File: config.mk
export PLATFORM = sky130hd
export DESIGN_NAME = perf_stats_unit
export DESIGN_NICKNAME = d
export VERILOG_FILES = /design/src/rtl/perf_stats_pkg.sv /design/src/rtl/perf_stats_unit_counter.sv /design/src/rtl/perf_stats_unit.sv
export SDC_FILE = /design/constraint.sdc
export NUM_CORES = 1
export LEC_CHECK = 0
export ABC_AREA = 1
export CAP_MARGIN = 0
export CORE_ASPECT_RATIO = 1.25
export CORE_MARGIN = 2
export CORE_UTILIZATION = 56
export DETAILED_ROUTE_END_ITERATION = 8
export GPL_TIMING_DRIVEN = 0
export PLACE_DENSITY_LB_ADDON = 0.3
export SYNTH_ARGS = -nofsm -noshare
export SYNTH_HDL_FRONTEND = slang
export SYNTH_SLANG_ARGS = --single-unit
File: constraint.sdc
create_clock -name clk -period 8.75 [get_ports clk]
set_input_delay 2.625 -clock clk [delete_from_list [all_inputs] [get_ports clk]]
set_output_delay 2.625 -clock clk [all_outputs]
set_load 0.02 [all_outputs]
File: src/rtl/perf_stats_pkg.sv
// Shared constants and opcode classifier for the performance statistics unit.
package perf_stats_pkg;

  // Channel indices; also the rd_sel encoding and ovf bit positions.
  localparam int NUM_CH    = 7;
  localparam int CH_CYC    = 0;
  localparam int CH_R      = 1;
  localparam int CH_IALU   = 2;
  localparam int CH_LOAD   = 3;
  localparam int CH_STORE  = 4;
  localparam int CH_BRANCH = 5;
  localparam int CH_JUMP   = 6;

  localparam logic [5:0] OP_RTYPE = 6'b000000;
  localparam logic [5:0] OP_J     = 6'b000010;
  localparam logic [5:0] OP_JAL   = 6'b000011;
  localparam logic [5:0] OP_BEQ   = 6'b000100;
  localparam logic [5:0] OP_BNE   = 6'b000101;
  localparam logic [5:0] OP_LB    = 6'b100000;
  localparam logic [5:0] OP_LH    = 6'b100001;
  localparam logic [5:0] OP_LW    = 6'b100011;
  localparam logic [5:0] OP_LBU   = 6'b100100;
  localparam logic [5:0] OP_LHU   = 6'b100101;
  localparam logic [5:0] OP_SB    = 6'b101000;
  localparam logic [5:0] OP_SH    = 6'b101001;
  localparam logic [5:0] OP_SW    = 6'b101011;

  // One-hot instruction class; the cycle channel has no class bit.
  typedef logic [NUM_CH-1:1] class_vec_t;

  function automatic class_vec_t classify(input logic [5:0] op);
    class_vec_t cls;
    cls = '0;
    case (op)
      OP_RTYPE:                           cls[CH_R]      = 1'b1;
      OP_J, OP_JAL:                       cls[CH_JUMP]   = 1'b1;
      OP_BEQ, OP_BNE:                     cls[CH_BRANCH] = 1'b1;
      OP_LB, OP_LH, OP_LW, OP_LBU, OP_LHU: cls[CH_LOAD]  = 1'b1;
      OP_SB, OP_SH, OP_SW:                cls[CH_STORE]  = 1'b1;
      default:                            cls[CH_IALU]   = 1'b1;
    endcase
    return cls;
  endfunction

endpackage

File: src/rtl/perf_stats_unit_counter.sv
// Single event counter with wrap/saturate behaviour and sticky overflow flag.
module perf_counter #(
  parameter int unsigned CNT_W    = 16,
  parameter bit          SATURATE = 1'b0
) (
  input  logic             clk,
  input  logic             reset,
  input  logic             inc,
  input  logic             clr,
  output logic [CNT_W-1:0] value,
  output logic             ovf
);

  // Clear has priority over increment; overflow is flagged on the all-ones increment.
  always_ff @(posedge clk or posedge reset) begin
    if (reset) begin
      value <= '0;
      ovf   <= 1'b0;
    end else if (clr) begin
      value <= '0;
      ovf   <= 1'b0;
    end else if (inc) begin
      if (&value) begin
        ovf   <= 1'b1;
        value <= SATURATE ? value : '0;
      end else begin
        value <= value + 1'b1;
      end
    end
  end

endmodule

File: src/rtl/perf_stats_unit.sv
// Instruction-mix and cycle statistics: decode, live counters, shadow bank, read mux.
module perf_stats_unit
  import perf_stats_pkg::*;
#(
  parameter int unsigned CNT_W    = 16,
  parameter bit          SATURATE = 1'b0
) (
  input  logic             clk,
  input  logic             reset,
  input  logic             instr_valid,
  input  logic [5:0]       op,
  input  logic             count_en,
  input  logic             clear,
  input  logic             snap_req,
  output logic             snap_done,
  input  logic [2:0]       rd_sel,
  output logic [CNT_W-1:0] rd_data,
  output logic [6:0]       ovf
);

  class_vec_t                        cls;
  logic [NUM_CH-1:0]                 inc;
  logic [NUM_CH-1:0][CNT_W-1:0]      live;
  logic [NUM_CH-1:0][CNT_W-1:0]      shadow;

  // Per-channel increment enables: cycles count regardless of retirement.
  always_comb begin
    cls         = classify(op);
    inc         = '0;
    inc[CH_CYC] = count_en;
    for (int i = 1; i < NUM_CH; i++) begin
      inc[i] = count_en & instr_valid & cls[i];
    end
  end

  for (genvar i = 0; i < NUM_CH; i++) begin : g_ch
    perf_counter #(
      .CNT_W    (CNT_W),
      .SATURATE (SATURATE)
    ) u_cnt (
      .clk   (clk),
      .reset (reset),
      .inc   (inc[i]),
      .clr   (clear),
      .value (live[i]),
      .ovf   (ovf[i])
    );
  end

  // Shadow bank captures pre-edge live values, so a simultaneous clear is atomic.
  always_ff @(posedge clk or posedge reset) begin
    if (reset) begin
      shadow    <= '0;
      snap_done <= 1'b0;
    end else begin
      snap_done <= snap_req;
      if (snap_req) begin
        shadow <= live;
      end
    end
  end

  // Combinational shadow read; select 7 reads zero.
  always_comb begin
    rd_data = '0;
    for (int i = 0; i < NUM_CH; i++) begin
      if (rd_sel == 3'(i)) begin
        rd_data = shadow[i];
      end
    end
  end

endmodule

==> summary.md <==
| Metric | Value |
|---|---|
| Startpoint types | input pin |
| Async SR Flop Fraction | 100.0% |
| Final TNS setup | 0 ps |
| Adder-cell area share of the yosys netlist | 0.7128% |
| Net count, final | 1,682 |
| DRT iter0 DRCs | 1,089 |
| Num Clock Sinks | 232 |
| PortBufs | 37 |
| Crit path required time | 6120 ps |
| HP Class | reg2reg |
| Kind of critical path | in2out |
| Via-to-Cell Ratio | 5.676 |
| Min Hold Slack | 475.9 ps |
| Largest buffer count on any clock path | 3 |
| Largest fanout on the critical path | 10 |
| Crit path DAT | 5130 ps |
| Wire per inst | 17.82 um |
| CP max-delay cell | clkdlybuf4s50_1 |
| First-pass GRT wire length | 56,470 um |
| Total clock buffers created by CTS | 25 |
| Most common cell on crit path | clkdlybuf4s50_1 |
| H-tree levels | 1 |
| Root Buffer | clkbuf_16 |
| Total via count in the routed design | 11,100 |
| DRC violations left | 0 |
| # rows | 60 |
| Fin crit period | 7752 ps |
| Die W | 136.5 um |
| Final WS setup | 998.0 ps |
| # Max-Cap Violations | 0 |
| Critical Path Start | rd_sel[2] |
| Mux cell area share after synthesis | 1.925% |
| Final ANT Viol Nets | 0 |
| Final Cycle Share | 88.59% |
| Largest family of logic cells by synthesized area | simple AND/OR/NAND/NOR gates |
| Routability Congestion | 0.9413 |
| Hold Crit Endpoint | g_ch[2].u_cnt.ovf |
| Cell taking the most area after synthesis | dfrtp_1 |
| Endpoint type of the worst setup path | output pin |
| Syn avg cell area | 7.728 sq um |
| Vias in the first global route | 10,850 |
| Number of synthesized register bits | 232 |
| Worst Max-Slew Pin Slew | 1006 ps |
| Critical path cell sequence | clkdlybuf4s50_1, inv_1, nand3_1, buf_4, nor2_1, nor3_1, nand4_1, clkdlybuf4s50_1 |
| Initial antenna violation count | 0 |
| Worst R2R End | g_ch[1].u_cnt.value[13] |
| Pin count of the biggest net entering global routing | 44 |
| Post-synth EDFFs | 0 |
| Clock transition at path regs | 60 ps |
| Seq. cell area | 0.005806 sq mm |
| Post-DP HPWL | 25,450 um |
| Synth Instances | 1,590 |
| Ys Warns | 0 |
| Leak | 0.006275 uW |
| Worst vdd ir | 141.5 uV |
| # hold bufs at CTS | 0 |
| Total core area | 0.02155 sq mm |
| Dominant synthesized flop cell | dfrtp_1 |
| Setup WS pre-CTS | 1126 ps |
| Synth cell types | 43 |
| CTS tree | built |
| N_diodes | 0 |
| Total Die Area | 0.02315 sq mm |
| Status | complete, no violations |
| Aggregate routed wire length | 34,840 um |
| Clk Latency, worst-skew pair | 530 ps |
| Pwr dens | 170.4 mW/mm^2 |
| Worst path max stage delay | 580 ps |
| Maximum clock rate | 129.0 MHz |
| Synth top area cells | dfrtp_1, nand2_1, nor2_1 |
| Initial Util | 57.03% |
| Share of the synthesized area in the top cell type | 47.25% |
| Total track usage | 31.24% |
| Sequential fraction of the synthesis area | 47.25% |
| Synthesized cell area | 0.01229 sq mm |
| Min-delay src | g_ch[2].u_cnt.ovf |
| Fin Clk Skew | 11.99 ps |
| Filler Cell Count | 1,831 |
| Reg2Reg Depth | 8 |
| GRT overflow | 0 |
| First-pass detailed-route iteration total | 5 |
| Final Hold Fails | 0 |
| Unrepaired setup endpoints after global routing | false |
| Post-CTS Resized | 0 |
| Multi-input logic area | 0.005418 sq mm |
| Io pins | 39 |
| Area share of and/or/nand/nor cells after synthesis | 30.72% |
| Chip height | 169.6 um |
| P&R area growth vs syn | 13.33% |
| Compound-gate portion of the synthesized area | 9.094% |
| Share of cells above drive strength 1 | 10.14% |
| Setup Fix Bufs, Post-CTS | 0 |
| Slew Limit Fails | 0 |
| Worst R2R Setup Slack | 6930 ps |
| Slew margin rel. | 32.90% |
| Setup Viol. Count Final | 0 |
| Worst hold path depth | 2 |
| FF-to-FF Start | g_ch[1].u_cnt.value[0] |
| Syn nets | 1,612 |
| XOR/XNOR share of the synthesized area | 1.640% |
[per-stage QoR]
step	utilization (%)	std cells	total power [uW]	cell area, sq um
final	64.63	1955	2372	13920
after global routing	64.63	1955	2443	13920
after CTS	64.63	1955	2374	13920
after detailed placement	60.94	1912	1339	13130
after global placement	60.38	1906	1329	13010
after floorplan	-	1590	1257	12290
[per-layer routing]
metal,vias up,track usage (%),wire (um)
met2,410,52.41,17030
met4,0,13.63,1644
li1,5265,-,-
met5,-,0,0
met3,99,3.256,2002
met1,5322,40.99,14150
[area by class of cell]
type                    count  area share [%]
flip-flops and latches    232           41.69
inverters                 191           5.212
clock inverters            12          0.8357
well taps                 279           2.507
repair buffers             43           3.522
plain buffers              56           2.453
clock buffers              31           4.870
multi-input cells        1111           38.91
[sequential cells by signal, summed over array words and instances (netlist names)]
register,flops
snap_done,1
g_ch.u_cnt.ovf,7
shadow,112
g_ch.u_cnt.value,112
[worst max-delay path: cells and delay by family]
family,cells,cell delay [ps]
simple gates,4,930
buf+inv,4,1560
[synth_stat cells, types with 2 or more instances]
master    count
o21ai_1       4
xor2_1       19
o21ai_0     104
nor3_4        4
mux2_2       21
buf_6         6
inv_1       181
inv_4         2
nand2_2      11
o21ai_2       2
nor2_2       12
nor2_1      236
nand2_1     374
o21bai_1      4
nor3_2        6
nor3_1       30
o211ai_1     11
nand4_1      75
nand3_1      85
ha_1          7
buf_4        17
inv_2         8
nor2_4        6
nand4_2       2
clkbuf_1     13
a21oi_1      77
buf_2        17
dfrtp_1     232
xnor2_1       4
nand3_2       4
a31oi_1       3
buf_1         2
[cells in the final DEF (no fill, tap or decap), types with 4 or more instances in the layout]
| master | instances |
|---|---|
| o21ai_1 | 4 |
| clkdlybuf4s50_1 | 37 |
| a21oi_1 | 77 |
| buf_2 | 17 |
| inv_1 | 180 |
| inv_2 | 8 |
| buf_12 | 6 |
| nand2_2 | 11 |
| clkbuf_1 | 16 |
| o211ai_1 | 11 |
| o21ai_0 | 104 |
| clkbuf_16 | 25 |
| buf_4 | 17 |
| dfrtp_1 | 232 |
| nor3_4 | 4 |
| buf_6 | 6 |
| nand3_1 | 85 |
| nor3_1 | 30 |
| nand2_1 | 374 |
| nor3_2 | 6 |
| xnor2_1 | 4 |
| nor2_2 | 12 |
| xor2_1 | 19 |
| nor2_1 | 236 |
| ha_1 | 7 |
| clkinv_2 | 8 |
| nand4_1 | 75 |
| o21bai_1 | 4 |
| nand3_2 | 4 |
| mux2_2 | 21 |
| nor2_4 | 6 |
[cells by family after synthesis]
group | after synthesis
flops | 232
simple gates | 850
buf+inv | 247
fa+ha+maj | 7
compound gates | 210
xor+xnor | 23
mux | 21
[worst max-delay path by stage]
| stage | end | slack [ps] |
|---|---|---|
| after global placement | rd_data[5] | 1130 |
| after detailed placement | rd_data[5] | 1130 |
| after CTS | rd_data[5] | 1110 |
| after floorplan | rd_data[12] | 2520 |
| after global routing | rd_data[6] | 820 |
| final | rd_data[5] | 1000 |
[report_power, final]
group	switching, uW	total, uW	leakage (uW)	internal [uW]
Sequential	21.5	1120	0.00314	1100
Combinational	135	200	0.00274	65.7
Clock	443	1050	0.000397	607
(Power assumes the default switching activity.)
